### config.mk
export PLATFORM = sky130hd
export DESIGN_NAME = acc_argmax
export DESIGN_NICKNAME = d
export VERILOG_FILES = /design/src/rtl/acc_argmax.sv
export SDC_FILE = /design/constraint.sdc
export NUM_CORES = 1
export LEC_CHECK = 0
export CAP_MARGIN = 20
export CORE_ASPECT_RATIO = 1.5
export CORE_UTILIZATION = 41
export CTS_CLUSTER_SIZE = 28
export DETAILED_ROUTE_END_ITERATION = 8
export PLACE_DENSITY = 0.67
export SYNTH_ARGS = -nofsm -noshare
export SYNTH_HDL_FRONTEND = slang
export SYNTH_SLANG_ARGS = --single-unit
### constraint.sdc
create_clock -name clk -period 2.2 [get_ports clk]
set_input_delay 0.33 -clock clk [delete_from_list [all_inputs] [get_ports clk]]
set_output_delay 0.33 -clock clk [all_outputs]
set_load 0.05 [all_outputs]
### src/rtl/acc_argmax.sv
// Streaming argmax over NCLASS signed scores per image; registers the winning
// index/value one cycle after the last score and pulses done.
module acc_argmax #(
  parameter int NCLASS = 10,
  parameter int DW     = 22
) (
  input  logic          clk,
  input  logic          rst,
  input  logic [DW-1:0] din,
  input  logic          din_valid,
  output logic [3:0]    class_out,
  output logic [DW-1:0] max_out,
  output logic          done,
  output logic          busy,
  output logic [7:0]    img_cnt
);

  typedef enum logic {IDLE, SCAN} state_t;

  localparam logic [3:0] LAST = 4'(NCLASS - 1);

  state_t        state, state_n;
  logic [3:0]    cnt, cnt_n;
  logic [DW-1:0] run_max, run_max_n;
  logic [3:0]    run_idx, run_idx_n;
  logic [3:0]    class_n;
  logic [DW-1:0] max_n;
  logic          done_n;
  logic [7:0]    img_cnt_n;

  logic          greater;
  logic [DW-1:0] win_max;
  logic [3:0]    win_idx;

  // Strictly greater keeps the earlier index on ties.
  assign greater = $signed(din) > $signed(run_max);
  assign win_max = greater ? din : run_max;
  assign win_idx = greater ? cnt : run_idx;

  assign busy = (state == SCAN);

  always_comb begin
    state_n   = state;
    cnt_n     = cnt;
    run_max_n = run_max;
    run_idx_n = run_idx;
    class_n   = class_out;
    max_n     = max_out;
    done_n    = 1'b0;
    img_cnt_n = img_cnt;
    unique case (state)
      IDLE: begin
        if (din_valid) begin
          run_max_n = din;
          run_idx_n = '0;
          cnt_n     = 4'd1;
          state_n   = SCAN;
        end
      end
      SCAN: begin
        if (din_valid) begin
          if (cnt == LAST) begin
            class_n   = win_idx;
            max_n     = win_max;
            done_n    = 1'b1;
            img_cnt_n = img_cnt + 8'd1;
            cnt_n     = '0;
            state_n   = IDLE;
          end else begin
            run_max_n = win_max;
            run_idx_n = win_idx;
            cnt_n     = cnt + 4'd1;
          end
        end
      end
      default: state_n = IDLE;
    endcase
  end

  always_ff @(posedge clk) begin
    if (rst) begin
      state     <= IDLE;
      cnt       <= '0;
      run_max   <= '0;
      run_idx   <= '0;
      class_out <= '0;
      max_out   <= '0;
      done      <= 1'b0;
      img_cnt   <= '0;
    end else begin
      state     <= state_n;
      cnt       <= cnt_n;
      run_max   <= run_max_n;
      run_idx   <= run_idx_n;
      class_out <= class_n;
      max_out   <= max_n;
      done      <= done_n;
      img_cnt   <= img_cnt_n;
    end
  end

endmodule

==> results_dict.tcl <==
set metrics [dict create \
    p_clk_share_pct 37.0 \
    cp_data_required_time_ns 2.42 \
    overflow 0 \
    n_antenna_cell 0 \
    p_seq_share_pct 36.2 \
    synthTopCellsByArea "dfxtp_1, mux2i_1, ha_1" \
    grt_start_max_net_pins 48 \
    wl_per_cell_microns 14.4 \
    timing.fmax_ghz 0.419 \
    cts_max_path_buffers 2 \
    cp-start-kind "flip-flop" \
    min_path_type "primary input to flip-flop" \
    die_h_microns 115 \
    synth.top_cell.area_share_pct 38.1 \
    top_level_ports 61 \
    dr.first_iter.drc_count 152 \
    max_cap_viol_count 0 \
    clock-root-buffer "clkbuf_16" \
    multi_input_area_sq_um 2270 \
    clkSlewWorstSetupHoldPaths_ns 0.06 \
    internal-power_mw 2.53 \
    finalMaxSlewViolations 0 \
    dp.cells 583 \
    finalCritPeriodShare_pct 108 \
    arrival_ns 2.61 \
    die_width_microns 77.1 \
    track_usage_pct 20.2 \
    routed_wl_mm 8.78 \
    grt_pass1_vias 3072 \
    dp_hpwl_mm 5.88 \
    cts_tree "done" \
    fp.dieArea_sq_um 8850 \
    worst_pin_slew_ns 0.545 \
    relSlewSlack_pct 63.6 \
    ys_seq_area_share_pct 38.1 \
    failed_checks "negative setup slack" \
    hold_buffers 0 \
    ys.flop_type "dfxtp_1" \
    pwr_density_cell_nw_per_um2 671 \
    grt_first_pass_wirelength_mm 13.9 \
    clk_latency_ns 0.34 \
    dp_slack_ns -0.729 \
    fillers 676 \
    synth_seq_cells 66 \
    crit_type "flip-flop to flip-flop" \
    start_util_pct 42.8 \
    syn-mean-instance-area_sq_um 9.13 \
    cts_made_buffers 9 \
    async_flop_share_pct 0 \
    min_period_ns 2.39 \
    postSynthCellCount 380 \
    coreArea_sq_um 8110 \
    regArea_sq_um 1350 \
    clock-sinks 66 \
    area_delta_synth_final_pct 52.5 \
    h-tree-depth 3 \
    setup_slack_ns -0.186 \
    cp_max_fo 8 \
    power_frac_comb_pct 26.8 \
    dr.pass1.iters 4 \
    hold_viol 0 \
    instances_no_fill 609 \
    min_from "rst" \
    rsz0062_at_grt "true" \
    nets 549 \
    finalSetupViolations 50 \
    vias 3105 \
    synth_edf_count 0 \
    endpoint_kind "flip-flop" \
    port_buffers 60 \
    finClkSkew_ns 0.00532 \
    antenna_found_initial 0 \
    drtAntennaViolNets 0 \
    ys_warn_count 0 \
    drc 0 \
    syn-cell-area_sq_um 3470 \
    switching_share_pct 28.7 \
    viasPerCell 5.10 \
    ir_drop_mv 0.452 \
    layout-drive-gt1-share_pct 31.9 \
    synth_top_area_cell "dfxtp_1" \
    p_switching_mw 1.02 \
    reg2reg_from "run_max[17]$_SDFFE_PP0P_" \
    run_status "finished with violations" \
    leakage_nw 2.11 \
    gp_congestion 0.807 \
    synth.distinct_cells 36 \
    num_rows 40 \
    critPathLaunch "run_max[17]$_SDFFE_PP0P_" \
    syn-num-nets 430 \
]
state kept, by name, summed over array words and instances (netlist names):
register,flops
img_cnt,8
busy,1
max_out,22
cnt,4
class_out,4
run_idx,4
run_max,22
done,1
per-layer routing:
layer / wire length (microns) / share of wire [%] / vias to the layer above / GRT usage (%)
met2: 4630 / 53 / 62 / 36.6
met1: 3610 / 41 / 1465 / 21.5
met5: 0 / 0 / - / 0
met3: 269 / 3.1 / 21 / 3.67
met4: 270 / 3.1 / 0 / 12.5
li1: - / - / 1557 / -
cell usage in the layout (no fill, tap or decap), drive strengths merged:
cell and count:
nand3 13, inv 26, and4 7, a221oi 1, xor2 5, nand3b 2, o22ai 1, o21ai 6
a311oi 1, o21a 2, mux2 1, ha 25, nand2 14, a211oi 24, buf 69, mux2i 48
o31ai 1, a21oi 16, a21boi 1, clkdlybuf4s50 38, and3 2, or3 1, dlygate4sd2 21, dfxtp 66
nor3 4, clkinv 3, nand4 2, nor2 41, xnor2 2, nand2b 45, and3b 1, nor2b 1
clkinvlp 2, clkbuf 11, o211ai 1
power groups by stage:
stage / Combinational (mW) / Clock, mW / Sequential [mW]
after floorplan: 0.449 / 0 / 1.30
after global placement: 0.733 / 0 / 1.30
after detailed placement: 0.750 / 0 / 1.30
after CTS: 0.856 / 1.33 / 1.28
after global routing: 1.02 / 1.39 / 1.29
final: 0.951 / 1.31 / 1.29
layout make-up:
class	instances	share of cell area, %
clock buffer	10	4.33
multi-input combinational	268	42.8
timing repair buffer	129	22.4
inverter	25	1.77
sequential	66	25.4
tap	105	2.48
clock inverter	6	0.804
logic make-up (layout without fill, tap and decap cells):
family | count (synthesis) | count (layout) | synth area share [%]
compound gates | 54 | 54 | 10.6
xor+xnor | 7 | 7 | 1.77
fa+ha+maj | 25 | 25 | 9.01
buf+inv | 46 | 170 | 6.09
flops | 66 | 66 | 38.1
mux | 49 | 49 | 14.3
simple gates | 133 | 133 | 20.2
Yosys cell counts, types with 2 or more instances:
cell type   n
a211oi_1   24
nand4_1     2
a21oi_1    16
nor3_1      4
dfxtp_1    66
mux2i_1    47
and4_1      6
o21ai_1     2
inv_1      25
and3_1      2
nand2_1    13
nor2_1     41
xor2_1      5
o21ai_0     4
ha_1       25
o21a_1      2
nand2b_1   45
xnor2_1     2
clkbuf_1   15
buf_6       5
nand3_1    13
nand3b_1    2
worst max-delay path: stages (launching register included):
cell and delay (ns):
dfxtp_2 0.33, inv_2 0.05, ha_4 0.26, and4_4 0.23, and4_4 0.24, o31ai_4 0.07
o211ai_2 0.13, mux2i_4 0.42, buf_8 0.20, mux2i_4 0.24, a211oi_2 0.08
through the flow:
step | TNS, ns | instance area (sq um) | utilization, % | hold slack [ns] | total power, mW
6_report | -5.27 | 5290 | 65.3 | 0.421 | 3.55
5_1_grt | -9.93 | 5290 | 65.3 | 0.456 | 3.71
4_1_cts | -4.32 | 5140 | 63.4 | 0.413 | 3.47
3_5_place_dp | -32.31 | 4600 | 56.8 | 0.459 | 2.05
3_3_place_gp | -29.86 | 4600 | 56.8 | 0.452 | 2.03
2_1_floorplan | 0 | 3480 | - | 0.440 | 1.75
worst paths after layout:
kind	to	slack, ns	depth (start not counted)
worst max-delay path	max_out[7]$_SDFFE_PP0P_	-0.19	10
worst min-delay path	max_out[5]$_SDFFE_PP0P_	0.42	2
worst max register to register	max_out[7]$_SDFFE_PP0P_	-0.19	10
worst min register to register	run_idx[3]$_SDFFE_PP0P_	0.47	2
what timing repair did:
item                       4_1_cts  5_1_grt
cloned                           0        1
gates resized for setup         79       25
pin swaps                       44       19
setup endpoints to repair       52       52
buffers inserted                 5        4
Power figures use the tool's default switching activity.
